### src/rtl/mmio_bridge_if.sv
// CPU memory-port bundle between the CPU, the bridge and data memory.
interface mmio_bridge_if;
    logic [31:0] cpu_adr;
    logic [31:0] cpu_wdata;
    logic        cpu_we;
    logic [31:0] cpu_rdata;
    logic [31:0] mem_rdata;
    logic        mem_we;

    // CPU/environment side: issues accesses, supplies memory read data.
    modport master (
        output cpu_adr, cpu_wdata, cpu_we, mem_rdata,
        input  cpu_rdata, mem_we
    );

    // Bridge side: decodes accesses, returns read data, gates memory writes.
    modport slave (
        input  cpu_adr, cpu_wdata, cpu_we, mem_rdata,
        output cpu_rdata, mem_we
    );
endinterface

### src/rtl/mmio_bridge.sv
// Address decoder between the CPU memory port and data memory, with an
// on-chip I/O page holding a GPIO block and a prescaled down-counting timer.
module mmio_bridge #(
    parameter logic [31:0] IO_BASE   = 32'hFFFF_FF00,
    parameter int unsigned PRESC_DIV = 4,
    parameter int unsigned GPIO_W    = 16
) (
    input  logic              clk,
    input  logic              rst,
    mmio_bridge_if.slave      bus,
    input  logic [GPIO_W-1:0] gpio_in,
    output logic [GPIO_W-1:0] gpio_out,
    output logic              timer_irq
);

    typedef enum logic {ST_IDLE = 1'b0, ST_RUN = 1'b1} tmr_state_t;

    localparam logic [15:0] PRESC_MAX = 16'(PRESC_DIV - 1);

    localparam logic [5:0] OFF_GPIO_OUT = 6'd0;
    localparam logic [5:0] OFF_GPIO_IN  = 6'd1;
    localparam logic [5:0] OFF_CTRL     = 6'd2;
    localparam logic [5:0] OFF_LOAD     = 6'd3;
    localparam logic [5:0] OFF_COUNT    = 6'd4;
    localparam logic [5:0] OFF_STAT     = 6'd5;

    tmr_state_t        state_q, state_d;
    logic [GPIO_W-1:0] gpio_out_q, gpio_out_d;
    logic [GPIO_W-1:0] sync1_q, sync1_d;
    logic [GPIO_W-1:0] sync2_q, sync2_d;
    logic              reload_q, reload_d;
    logic              ie_q, ie_d;
    logic              exp_q, exp_d;
    logic [31:0]       load_q, load_d;
    logic [31:0]       count_q, count_d;
    logic [15:0]       presc_q, presc_d;

    logic              io_sel;
    logic              io_we;
    logic [5:0]        off;
    logic              ctrl_wr;
    logic              tick;
    logic              expiry;
    logic [31:0]       io_rd;
    logic              unused_adr_bits;

    // Byte-lane bits are irrelevant: every register is word-wide.
    assign unused_adr_bits = ^bus.cpu_adr[1:0];

    // Address decode and timer event detection.
    always_comb begin
        io_sel  = (bus.cpu_adr[31:8] == IO_BASE[31:8]);
        off     = bus.cpu_adr[7:2];
        io_we   = bus.cpu_we & io_sel;
        ctrl_wr = io_we && (off == OFF_CTRL);
        tick    = (state_q == ST_RUN) && (presc_q == PRESC_MAX);
        expiry  = tick && (count_q == 32'd0);
    end

    // State and datapath registers; everything returns to reset values at once.
    always_ff @(posedge clk) begin
        if (!rst) begin
            state_q    <= ST_IDLE;
            gpio_out_q <= '0;
            sync1_q    <= '0;
            sync2_q    <= '0;
            reload_q   <= 1'b0;
            ie_q       <= 1'b0;
            exp_q      <= 1'b0;
            load_q     <= '0;
            count_q    <= '0;
            presc_q    <= '0;
        end else begin
            state_q    <= state_d;
            gpio_out_q <= gpio_out_d;
            sync1_q    <= sync1_d;
            sync2_q    <= sync2_d;
            reload_q   <= reload_d;
            ie_q       <= ie_d;
            exp_q      <= exp_d;
            load_q     <= load_d;
            count_q    <= count_d;
            presc_q    <= presc_d;
        end
    end

    // Timer next state: a CPU CTRL write beats a same-cycle one-shot expiry.
    always_comb begin
        state_d = state_q;
        if (ctrl_wr) begin
            state_d = bus.cpu_wdata[0] ? ST_RUN : ST_IDLE;
        end else if (expiry && !reload_q) begin
            state_d = ST_IDLE;
        end
    end

    // Register next values: timer countdown, EXP set/clear and CPU writes.
    always_comb begin
        gpio_out_d = gpio_out_q;
        sync1_d    = gpio_in;
        sync2_d    = sync1_q;
        reload_d   = reload_q;
        ie_d       = ie_q;
        load_d     = load_q;
        count_d    = count_q;
        exp_d      = exp_q;

        // Prescaler runs only while staying in RUN, so entering RUN starts at 0.
        if ((state_q == ST_RUN) && (state_d == ST_RUN)) begin
            presc_d = tick ? 16'd0 : presc_q + 16'd1;
        end else begin
            presc_d = 16'd0;
        end

        if (tick) begin
            if (count_q != 32'd0) begin
                count_d = count_q - 32'd1;
            end else if (reload_q) begin
                count_d = load_q;
            end
        end

        // Setting EXP has priority over a simultaneous write-one-to-clear.
        if (expiry) begin
            exp_d = 1'b1;
        end else if (io_we && (off == OFF_STAT) && bus.cpu_wdata[0]) begin
            exp_d = 1'b0;
        end

        if (io_we) begin
            case (off)
                OFF_GPIO_OUT: gpio_out_d = bus.cpu_wdata[GPIO_W-1:0];
                OFF_CTRL: begin
                    reload_d = bus.cpu_wdata[1];
                    ie_d     = bus.cpu_wdata[2];
                end
                // A LOAD write also restarts the count, overriding any tick.
                OFF_LOAD: begin
                    load_d  = bus.cpu_wdata;
                    count_d = bus.cpu_wdata;
                end
                default: ;
            endcase
        end
    end

    // Outputs: zero-latency read mux, memory write gating, registered-only irq.
    always_comb begin
        io_rd = '0;
        case (off)
            OFF_GPIO_OUT: io_rd[GPIO_W-1:0] = gpio_out_q;
            OFF_GPIO_IN:  io_rd[GPIO_W-1:0] = sync2_q;
            OFF_CTRL:     io_rd[2:0]        = {ie_q, reload_q, (state_q == ST_RUN)};
            OFF_LOAD:     io_rd             = load_q;
            OFF_COUNT:    io_rd             = count_q;
            OFF_STAT:     io_rd[0]          = exp_q;
            default:      io_rd             = '0;
        endcase
        bus.cpu_rdata = io_sel ? io_rd : bus.mem_rdata;
        bus.mem_we    = bus.cpu_we & ~io_sel;
        gpio_out      = gpio_out_q;
        timer_irq     = exp_q & ie_q;
    end

endmodule

### src/flat_wrapper.sv
// flat-port wrapper written by rule: the top's interface ports become plain ports
module mmio_bridge_flat 
#(
    parameter logic [31:0] IO_BASE   = 32'hFFFF_FF00,
    parameter int unsigned PRESC_DIV = 4,
    parameter int unsigned GPIO_W    = 16
)
  (clk, rst, gpio_in, gpio_out, timer_irq, bus_cpu_adr, bus_cpu_wdata, bus_cpu_we, bus_mem_rdata, bus_cpu_rdata, bus_mem_we);
  mmio_bridge_if bus_i ();
  input  logic clk;
  input  logic rst;
  input  logic [GPIO_W-1:0] gpio_in;
  output logic [GPIO_W-1:0] gpio_out;
  output logic timer_irq;
  input wire logic [$bits(bus_i.cpu_adr)-1:0] bus_cpu_adr;
  input wire logic [$bits(bus_i.cpu_wdata)-1:0] bus_cpu_wdata;
  input wire logic [$bits(bus_i.cpu_we)-1:0] bus_cpu_we;
  input wire logic [$bits(bus_i.mem_rdata)-1:0] bus_mem_rdata;
  output wire logic [$bits(bus_i.cpu_rdata)-1:0] bus_cpu_rdata;
  output wire logic [$bits(bus_i.mem_we)-1:0] bus_mem_we;
  assign bus_i.cpu_adr = bus_cpu_adr;
  assign bus_i.cpu_wdata = bus_cpu_wdata;
  assign bus_i.cpu_we = bus_cpu_we;
  assign bus_i.mem_rdata = bus_mem_rdata;
  assign bus_cpu_rdata = bus_i.cpu_rdata;
  assign bus_mem_we = bus_i.mem_we;
  mmio_bridge #(.IO_BASE(IO_BASE), .PRESC_DIV(PRESC_DIV), .GPIO_W(GPIO_W)) u_core (.clk(clk), .rst(rst), .bus(bus_i), .gpio_in(gpio_in), .gpio_out(gpio_out), .timer_irq(timer_irq));
endmodule
### config.mk
export PLATFORM = sky130hd
export DESIGN_NAME = mmio_bridge_flat
export DESIGN_NICKNAME = d
export VERILOG_FILES = /design/src/rtl/mmio_bridge_if.sv /design/src/rtl/mmio_bridge.sv /design/src/flat_wrapper.sv
export SDC_FILE = /design/constraint.sdc
export NUM_CORES = 1
export LEC_CHECK = 0
export BUFFER_PORTS_ARGS = -buffer_cell sky130_fd_sc_hd__buf_2
export CAP_MARGIN = 20
export CORE_UTILIZATION = 49
export CTS_CLUSTER_DIAMETER = 120
export CTS_CLUSTER_SIZE = 24
export DETAILED_ROUTE_END_ITERATION = 8
export HOLD_SLACK_MARGIN = 0.1
export MAX_ROUTING_LAYER = met4
export PLACE_DENSITY_LB_ADDON = 0.1
export SYNTH_ARGS = -nofsm -noshare
export SYNTH_HDL_FRONTEND = slang
export SYNTH_SLANG_ARGS = --single-unit
### constraint.sdc
create_clock -name clk -period 3.25 [get_ports clk]
set_input_delay 0.65 -clock clk [delete_from_list [all_inputs] [get_ports clk]]
set_output_delay 0.65 -clock clk [all_outputs]
set_load 0.05 [all_outputs]
==> metrics.cfg <==
[status]
outcome = completed

[route]
postRouteWirelength_um = 21200
vias = 7224
drt_first_iter_violations = 752
ant_nets = 0
drc_errors = 0
first_pass_iters = 6
vias_per_cell = 5.94
routedWlPerCell_um = 17.4

[cts]
clock_sinks = 132
cts.path.max_buffers = 2
path_clk_slew_ns = 0.05
cts_root_buf = clkbuf_16
worstSkewPairLatency_ns = 0.44
cts_tree = yes
htreeDepth = 4
cts_buffers = 17

[final_layout]
area_growth_pct = 29.0
nets = 1142
design_area_um2 = 8900
n_antenna_cell = 0
drive_gt1_share_pct = 27.5

[floorplan]
boundaryPins = 165
dieArea_um2 = 14600
core_um2 = 13800
die_h_um = 121
die_w_um = 121
row_count = 43
floorplan.initialDensity_pct = 49.9

[logic_synthesis]
synth-edff-count = 0
synth_top_area_share_pct = 38.3
synthFlopType = dfxtp_1
syn_area_per_cell_um2 = 7.98
seq_area_frac_synth_pct = 38.3
yosysWarnings = 0
yosys_register_bits = 132
syn_area_um2 = 6900
synthArstFlopShare_pct = 0
synth_most_common_cell = nand2_1
synthTopCellsByArea = dfxtp_1 38%, nand2_1 8.0%, mux2i_1 4.9%
syn_nets = 983
synth_cell_types = 68
synth_cells = 865
synth_common_cells = 148 x nand2_1, 132 x dfxtp_1, 61 x a21oi_1, 61 x nor2_1, 56 x clkbuf_1
yosysTopAreaCell = dfxtp_1

[pwr]
powerDensity_nw_per_um2 = 445
leakagePower_nw = 3.83
vdd_ir_drop_max_mv = 0.392
power_w = 0.00396

[sta]
worstMarginPinSlew_ns = 0.661
setup_ws_ns = 0.0787
relSlewSlack_pct = 55.3
period_share_pct = 97.6
period_minus_slack_ns = 3.17
setup_viol = 0
fmax_ghz = 0.315
fin_setup_tns_ns = 0
maxSlewViolCount = 0
whs_ns = 0.419
hold_viol = 0
finClkSkew_ns = 0.00940
rsz0062_at_grt = false

[placement]
hpwl_um = 14500
portBuffers = 162
gp_congestion = 0.958
post-place-ws_ns = -0.0729
placed_area_um2 = 8180

[grt]
grt_use_met2_pct = 45.4
met3_usage_pct = 5.47
grt_max_degree = 46
grt_busiest_layer = met2
grt_pass1_wl_um = 33300
use_met1_pct = 40.1
gr-total-overflow = 0
grt_usage_pct = 30.2
grt_pass1_vias = 6524
antenna_found_initial = 0

[critical_path]
critPathKind = in -> out
cp-start-kind = input pin
crit_required_ns = 2.60
timing.critical_path.from = bus_cpu_adr[5]
worst_setup_path_end_kind = output port
r2r-start = u_core.count_q[26]
path_max_fanout = 7
worstPathArrival_ns = 2.52

[flow_run]
max-cap-violations = 0

[worst_hold_path]
hp-class = in -> reg
hold_start = gpio_in[8]

## sequential cells by signal, summed over array words and instances, names as in the netlist
signal,count
u_core.count_q,32
u_core.exp_q,1
u_core.gpio_out,16
u_core.ie_q,1
u_core.load_q,32
u_core.presc_q,16
u_core.reload_q,1
u_core.state_q,1
u_core.sync1_q,16
u_core.sync2_q,16
## kinds of logic after synthesis
family | after synthesis | synth area share (%)
and+or+nand+nor | 383 | 27.9
AOI/OAI and AO/OA | 222 | 22.0
DFF | 132 | 38.3
buffers and inverters | 74 | 4.17
muxes | 34 | 4.93
xor gates and xnor gates | 17 | 2.16
adders and majority gates | 3 | 0.544
## per-stage QoR
| step | util (%) | std cells |
|---|---|---|
| 2_1_floorplan | - | 865 |
| 3_3_place_gp | 59.1 | 1184 |
| 3_5_place_dp | 59.1 | 1184 |
| 4_1_cts | 64.1 | 1216 |
| 5_1_grt | 64.4 | 1217 |
| 6_report | 64.4 | 1217 |
## report_power, final
part           internal [W]  leakage (nW)  total (W)  switching [W]
combinational      0.000113          2.45   0.000285       0.000172
sequential          0.00164          1.07    0.00164     0.00000491
clock               0.00130         0.304    0.00203       0.000731
total               0.00305          3.83    0.00396       0.000908
## cell usage in the layout (no fill, tap or decap), types with 6 or more instances in the layout
master / instances
clkbuf_16: 17
and2_1: 35
nor3_1: 15
xor2_1: 12
inv_1: 7
mux2i_1: 34
a22o_2: 12
o211ai_1: 13
a222oi_1: 13
buf_2: 133
o21ai_0: 21
or3_1: 11
nor2_1: 60
nand4_1: 20
buf_4: 64
and3_1: 13
a31oi_1: 7
a21oi_1: 61
nand3_1: 30
o21ai_4: 9
dfxtp_1: 132
a22oi_1: 17
or4_1: 9
nand2_1: 147
nor4_1: 15
o31ai_1: 7
clkbuf_4: 6
o21ai_2: 9
## area by class of cell
cell class	count	area, um2
clock buffer	20	447
inverter	8	30.0
tap	180	225
fill	1256	4920
sequential	132	2640
clock inverter	12	178
multi-input combinational	659	4150
timing repair buffer	206	1230
## repair_timing
action                                 CTS  global route
setup endpoints to repair               24            32
resized for setup                       24            11
gates cloned                             0             1
hold buffers                             0             0
pin swaps                                0             1
endpoints found under the hold margin    0             0
setup buffers                            0             0
## final timing paths
kind	to	slack, ns	cells after the start
min reg2reg	u_core.sync2_q[8]	0.43	1
max	bus_cpu_rdata[9]	0.08	9
min	u_core.sync1_q[8]	0.42	2
max reg2reg	u_core.count_q[26]	0.46	5
## layer usage
layer / vias up / part of all wire [%]
met2: 285 / 46
met4: 0 / 2.5
met1: 3380 / 45
met3: 42 / 7.2
li1: 3517 / -
met5: - / 0
## worst max-delay path, stage by stage
cell and delay (ns):
buf_2 0.10, or3_1 0.40, or3b_4 0.45, nor2_4 0.19, clkbuf_4 0.22, a222oi_1 0.11
nand2_1 0.09, a22o_2 0.12, buf_4 0.18
No activity file was read; power rests on OpenSTA's default activity.
